**config.mk**
```make
export PLATFORM = sky130hd
export DESIGN_NAME = ft64_fetchq_xn
export DESIGN_NICKNAME = d
export VERILOG_FILES = /design/src/rtl/ft64_fetchq_xn_pkg.sv /design/src/rtl/ft64_fetchq_xn_ram.sv /design/src/rtl/ft64_fetchq_xn.sv
export SDC_FILE = /design/constraint.sdc
export NUM_CORES = 1
export LEC_CHECK = 0
export ABC_CLOCK_PERIOD_IN_PS = 7750
export BUFFER_PORTS_ARGS = -buffer_cell sky130_fd_sc_hd__buf_2
export CORE_MARGIN = 5
export CORE_UTILIZATION = 54
export DETAILED_ROUTE_END_ITERATION = 7
export GPL_ROUTABILITY_DRIVEN = 0
export GPL_TIMING_DRIVEN = 0
export MAX_ROUTING_LAYER = met4
export PLACE_DENSITY = 0.8
export REMOVE_ABC_BUFFERS = 1
export SLEW_MARGIN = 20
export SYNTH_ARGS = -nofsm -noshare
export SYNTH_HDL_FRONTEND = slang
export SYNTH_SLANG_ARGS = --single-unit
```
**constraint.sdc**
```tcl
create_clock -name clk -period 7.75 [get_ports clk]
set_input_delay 1.55 -clock clk [delete_from_list [all_inputs] [get_ports clk]]
set_output_delay 1.55 -clock clk [all_outputs]
set_load 0.01 [all_outputs]
```
**src/rtl/ft64_fetchq_xn_pkg.sv**
```systemverilog
// Shared FT64 fetch-queue definitions: panic codes, NOP encoding and queue limits.
package ft64_fetchq_xn_pkg;

  typedef enum logic [3:0] {
    PANIC_NONE            = 4'h0,
    PANIC_FETCHBUFBEQ     = 4'h1,
    PANIC_INVALIDISLOT    = 4'h2,
    PANIC_MEMORYRACE      = 4'h3,
    PANIC_IDENTICALDRAMS  = 4'h4,
    PANIC_OVERRUN         = 4'h5,
    PANIC_HALTINSTRUCTION = 4'h6,
    PANIC_INVALIDMEMOP    = 4'h7,
    PANIC_INVALIDFBSTATE  = 4'h9,
    PANIC_INVALIDIQSTATE  = 4'hA,
    PANIC_BRANCHBACK      = 4'hB,
    PANIC_BADTARGETID     = 4'hC,
    PANIC_COMMIT          = 4'hD
  } panic_e;

  localparam logic [47:0] NOP_INSN        = 48'h00000000001C;
  localparam int unsigned FETCHQ_MAXDEPTH = 16;
  localparam int unsigned INSN_W          = 48;
  localparam int unsigned ILEN_W          = 3;

  // Packed entry layout: {insn, insln, pc}, pc in the low bits.
  function automatic int unsigned entry_w(input int unsigned amsb);
    return INSN_W + ILEN_W + amsb + 1;
  endfunction

endpackage

```
**src/rtl/ft64_fetchq_xn_ram.sv**
```systemverilog
// Fetch-queue storage: DEPTH entries, one synchronous write port, DEQW async read ports.
module ft64_fetchq_ram #(
  parameter int DEPTH = 4,
  parameter int WIDTH = 83,
  parameter int DEQW  = 2,
  parameter int AW    = $clog2(DEPTH)
) (
  input  logic                  clk,
  input  logic                  we,
  input  logic [AW-1:0]         waddr,
  input  logic [WIDTH-1:0]      wdata,
  input  logic [DEQW*AW-1:0]    raddr,
  output logic [DEQW*WIDTH-1:0] rdata
);

  logic [WIDTH-1:0] mem [DEPTH];

  always_ff @(posedge clk) begin
    if (we) mem[waddr] <= wdata;
  end

  always_comb begin
    rdata = '0;
    for (int unsigned k = 0; k < DEQW; k++)
      rdata[k*WIDTH +: WIDTH] = mem[raddr[k*AW +: AW]];
  end

endmodule

```
**src/rtl/ft64_fetchq_xn.sv**
```systemverilog
// FT64 fetch queue: circular instruction buffer with redirect/flush and head-relative slots.
// Optional performance counters enabled by defining FETCHQ_PERFCNT_EN.
module ft64_fetchq_xn
  import ft64_fetchq_xn_pkg::*;
#(
  parameter int             AMSB  = 31,
  parameter int             DEPTH = 4,
  parameter int             DEQW  = 2,
  parameter logic [AMSB:0]  RSTPC = 32'hFFFC0100
) (
  input  logic                       clk,
  input  logic                       rst,
  input  logic [47:0]                insn_i,
  input  logic [2:0]                 insln_i,
  input  logic                       phit_i,
  input  logic                       freeze_pc_i,
  input  logic                       branchmiss_i,
  input  logic [AMSB:0]              misspc_i,
  input  logic [DEQW-1:0]            take_i,
  input  logic [DEQW*(AMSB+1)-1:0]   tgt_i,
  input  logic [1:0]                 deq_cnt_i,
  output logic [AMSB:0]              pc_o,
  output logic [DEQW-1:0]            fb_v_o,
  output logic [DEQW*48-1:0]         fb_instr_o,
  output logic [DEQW*(AMSB+1)-1:0]   fb_pc_o,
  output logic [DEQW*3-1:0]          fb_insln_o,
  output logic [$clog2(DEPTH):0]     count_o,
  output logic [3:0]                 panic_o,
  output logic [31:0]                stall_cnt_o,
  output logic [31:0]                flush_cnt_o
);

  localparam int AW = $clog2(DEPTH);
  localparam int CW = AW + 1;
  localparam int PW = AMSB + 1;
  localparam int EW = entry_w(AMSB);

  logic [AW-1:0]      head, tail;
  logic [CW-1:0]      count;
  logic [AMSB:0]      pc;
  panic_e             panic;

  logic [DEQW-1:0]    fb_v;
  logic [DEQW*AW-1:0] raddr;
  logic [DEQW*EW-1:0] rdata;

  logic               redirect;
  logic [CW-1:0]      keep_cnt;
  logic [AMSB:0]      tgt_sel;
  logic [CW-1:0]      lim, dreq, d;
  logic               deq_bad;
  logic               enq;

  ft64_fetchq_ram #(
    .DEPTH (DEPTH),
    .WIDTH (EW),
    .DEQW  (DEQW),
    .AW    (AW)
  ) u_ram (
    .clk   (clk),
    .we    (enq),
    .waddr (tail),
    .wdata ({insn_i, insln_i, pc}),
    .raddr (raddr),
    .rdata (rdata)
  );

  always_comb begin
    fb_v       = '0;
    raddr      = '0;
    fb_instr_o = '0;
    fb_insln_o = '0;
    fb_pc_o    = '0;
    for (int unsigned k = 0; k < DEQW; k++) begin
      fb_v[k]                 = count > CW'(k);
      raddr[k*AW +: AW]       = head + AW'(k);
      fb_pc_o[k*PW +: PW]     = rdata[k*EW +: PW];
      fb_insln_o[k*3 +: 3]    = rdata[k*EW + PW +: 3];
      fb_instr_o[k*48 +: 48]  = rdata[k*EW + PW + 3 +: 48];
    end
  end

  // Oldest valid slot carrying a taken branch wins the redirect.
  always_comb begin
    redirect = 1'b0;
    keep_cnt = '0;
    tgt_sel  = '0;
    for (int unsigned k = 0; k < DEQW; k++) begin
      if (!redirect && fb_v[k] && take_i[k]) begin
        redirect = 1'b1;
        keep_cnt = CW'(k + 1);
        tgt_sel  = tgt_i[k*PW +: PW];
      end
    end
  end

  always_comb begin
    lim     = (count < CW'(DEQW)) ? count : CW'(DEQW);
    dreq    = CW'(deq_cnt_i);
    deq_bad = dreq > lim;
    d       = deq_bad ? lim : dreq;
    // Entries past the redirect slot are gone, so they cannot also be dequeued.
    if (redirect && d > keep_cnt) d = keep_cnt;
    enq = phit_i && !freeze_pc_i && (count < CW'(DEPTH)) && !branchmiss_i && !redirect;
  end

  always_ff @(posedge clk) begin
    if (rst) begin
      pc    <= RSTPC;
      head  <= '0;
      tail  <= '0;
      count <= '0;
      panic <= PANIC_NONE;
    end else if (branchmiss_i) begin
      pc    <= misspc_i;
      head  <= '0;
      tail  <= '0;
      count <= '0;
    end else begin
      head <= head + AW'(d);
      if (deq_bad) panic <= PANIC_INVALIDIQSTATE;
      if (redirect) begin
        tail  <= head + AW'(keep_cnt);
        count <= keep_cnt - d;
        pc    <= tgt_sel;
      end else begin
        if (enq) begin
          tail <= tail + AW'(1);
          pc   <= pc + PW'(insln_i);
        end
        count <= count + CW'(enq) - d;
      end
    end
  end

`ifdef FETCHQ_PERFCNT_EN
  logic [31:0] stall_cnt, flush_cnt;

  always_ff @(posedge clk) begin
    if (rst) begin
      stall_cnt <= '0;
      flush_cnt <= '0;
    end else begin
      if (phit_i && count == CW'(DEPTH) && stall_cnt != '1)
        stall_cnt <= stall_cnt + 32'd1;
      if ((branchmiss_i || redirect) && flush_cnt != '1)
        flush_cnt <= flush_cnt + 32'd1;
    end
  end

  assign stall_cnt_o = stall_cnt;
  assign flush_cnt_o = flush_cnt;
`else
  assign stall_cnt_o = '0;
  assign flush_cnt_o = '0;
`endif

  assign pc_o    = pc;
  assign fb_v_o  = fb_v;
  assign count_o = count;
  assign panic_o = panic;

endmodule

```
==> flow_metrics.tcl <==
set metrics [dict create \
    grt_pass1_vias 11981 \
    cp.arrival_ps 5570 \
    timing.rr.start "count_o[2]" \
    holdPathEnd "panic_o[1]" \
    viasPerCell 6.31 \
    portBuffers 360 \
    max_freq_mhz 194 \
    drc 0 \
    synth_top_area_share_pct 56.0 \
    drt_iter0_drc 1324 \
    root_buffer "clkbuf_16" \
    r2r-end "count_o[2]" \
    cts_tree "built" \
    hold_depth 2 \
    status "finished clean" \
    dp_hpwl_um 34200 \
    fin_skew_ps 12.7 \
    seq_area_frac_synth_pct 60.5 \
    min-delay-start "panic_o[1]" \
    core_area_mm2 0.0325 \
    pre_cts_slack_ps 2130 \
    drt-pass1-iter-count 6 \
    p_leak_nw 7.44 \
    grt_max_degree 59 \
    final_common_cell "buf_2" \
    cts_buffers 38 \
    startpoint_type "input pin" \
    rr_worst_depth 17 \
    post_cts_buffers 0 \
    finalWirelength_um 48900 \
    seqCellArea_mm2 0.0108 \
    yosys_most_used_dff "edfxtp_1" \
    finalHoldViolCount 0 \
    tightest_slew_ps 1140 \
    grtUsageTotal_pct 26.9 \
    hp-class "reg -> reg" \
    min_period_ps 5150 \
    grt_antenna_before_repair 11 \
    p_comb_share_pct 35.8 \
    power.density_mw_per_mm2 306 \
    syn_avg_cell_area_um2 16.9 \
    final_cell_mix "360 x buf_2, 332 x edfxtp_1, 166 x mux4_2, 66 x conb_1, 49 x a21oi_1" \
    cp_slowest_cell "ha_1" \
    cts_buffer_depth 3 \
    synthCells 1056 \
    crit_type "in -> reg" \
    design.die.area_mm2 0.0367 \
    netlist.top_cell.by_area "edfxtp_1" \
    yosysUniqueCellTypes 77 \
    cts_hold_buf 0 \
    synth-seq-cells 372 \
    syn_area_mm2 0.0178 \
    chipWidth_um 192 \
    cts_resized 0 \
    multiInputGateArea_mm2 0.00642 \
    final_max_slew_viol_count 0 \
    final.setup.worst_slack_ps 2600 \
    regToRegSetupSlack_ps 2870 \
    rsz0062_at_grt "false" \
    start_util_pct 54.7 \
    required_ps 8180 \
    ios 427 \
    grt_pass1_wl_um 73000 \
    synthArstFlopShare_pct 0 \
    cpMostUsedCell "ha_1" \
    whs_ps 519 \
    p_clk_share_pct 25.9 \
    finalSetupViolations 0 \
    critPathMaxFanout 6 \
    overflow 0 \
    synth_edf_count 332 \
    nets 1575 \
    power.switching_mw 2.16 \
    chipHeight_um 192 \
    internal_power_mw 4.35 \
    ir_worst_vdd_mv 0.320 \
    cp_slowest_stage_delay_ps 450 \
    cts.reportedPaths.clkPinSlew_ps 60 \
    cp-end-kind "register" \
    finalCritPeriodShare_pct 66.4 \
    htree_levels 2 \
    switching_share_pct 33.2 \
    drive_gt1_share_pct 43.6 \
    wl_per_cell_um 25.9 \
    relSlewSlack_pct 24.1 \
    crit_chain "buf_2, ha_1, mux2_2, o21ai_0, o21ai_0, ha_1, nor2_1, or3_1, a211oi_1, inv_1, xnor2_1, ha_1, fa_1, xor2_1, xnor2_1, nor2_1, a2111oi_2" \
    cap_violations 0 \
    synth_warnings 0 \
    area_growth_pct 19.3 \
    clock_sinks 372 \
    ys_top_cells_by_area "edfxtp_1 56%, mux4_2 21%, dfxtp_1 4.5%, buf_4 2.9%, a21oi_1 1.4%" \
    post-route-util_pct 65.3 \
    ant_nets 0 \
    dr_total_vias 11902 \
    rows 66 \
    n_fill_cell 2309 \
    seq_power_share_pct 38.3 \
    clock_latency_ps 530 \
]
## power groups by stage
stage	Clock [mW]	Combinational (mW)	Sequential, mW
floorplan	0	1.52	2.64
global placement	0	2.33	2.72
detailed placement	0	2.32	2.53
CTS	1.72	2.34	2.49
global route	1.81	2.51	2.51
finish	1.68	2.33	2.49
## through the flow
stage	power (mW)	cells	setup TNS (ps)	cell area, um^2
after detailed placement	4.85	1806	0	20100
final	6.51	1887	0	21200
after floorplan	4.16	987	-233850	17200
after global routing	6.82	1885	0	21200
after global placement	5.05	1789	-560270	19600
after CTS	6.55	1874	0	21200
## worst max-delay path, delay by kind of cell
| kind | cells | cell delay [ps] |
|---|---|---|
| adder cells (fa/ha/maj) | 4 | 1380 |
| AO/OA/AOI/OAI | 4 | 1050 |
| XOR/XNOR | 3 | 510 |
| AND/OR/NAND/NOR | 3 | 440 |
| multiplexers | 1 | 350 |
| buffers and inverters | 2 | 290 |
## sequential cells by signal (all words and copies together) (netlist names)
signal     count
head           2
pc_o          32
u_ram.mem    332
tail           2
count_o        3
panic_o        1
## how the worst max path moves through the flow
stage	from	endpoint	slack (ps)
2_1_floorplan	head[1]	fb_instr_o[47]	-1580
3_3_place_gp	head[1]	fb_pc_o[45]	-3560
3_5_place_dp	deq_cnt_i[1]	count_o[2]	2130
4_1_cts	deq_cnt_i[1]	count_o[2]	2650
5_1_grt	deq_cnt_i[1]	count_o[2]	2360
6_report	deq_cnt_i[1]	count_o[2]	2600
## Yosys cell counts (4+ instances only)
cell type  count
edfxtp_1     332
mux4_2       166
buf_4         68
a21oi_1       49
nand2_1       42
dfxtp_1       40
nor2_1        37
clkbuf_1      33
o21ai_0       24
inv_1         22
a221oi_1      17
nand3_1       17
buf_1         15
buf_2         14
ha_1          13
and3_1        10
nor3_1         9
xnor2_1        9
nand4_1        7
a221o_1        6
o211ai_1       6
or4_1          6
a222oi_1       5
a31oi_1        5
nor2b_1        5
o22ai_1        5
a21o_1         4
a311oi_1       4
and4_1         4
nand2b_1       4
nor4_1         4
o31ai_1        4
or3_1          4
xor2_1         4
## logic make-up (layout without fill, tap and decap cells)
kind of cell | Yosys count | after routing | synth area share (%)
flip-flops | 372 | 372 | 60.5
multiplexers | 170 | 170 | 21.2
AND/OR/NAND/NOR | 166 | 166 | 5.03
AO/OA/AOI/OAI | 163 | 163 | 6.41
buffers and inverters | 156 | 467 | 5.03
adder cells (fa/ha/maj) | 15 | 15 | 1.14
XOR/XNOR | 13 | 13 | 0.639
other | 1 | 79 | 0.0211
## final cells by class
cell class | instances | area share (%)
Multi-Input combinational cell | 593 | 30.2
Inverter | 22 | 0.389
Clock buffer | 53 | 4.94
Tap cell | 442 | 2.60
Antenna cell | 13 | 0.153
Sequential cell | 372 | 50.7
Timing Repair Buffer | 377 | 10.5
Clock inverter | 15 | 0.436
## metal layers
metal | up-vias | global-route usage, % | wire (um)
met3 | 85 | 6.67 | 5480
met1 | 6058 | 34.2 | 17600
li1 | 4986 | - | -
met5 | - | - | 0
met4 | 0 | 8.23 | 1180
met2 | 773 | 43.4 | 24600
No activity file was read; power rests on OpenSTA's default activity.
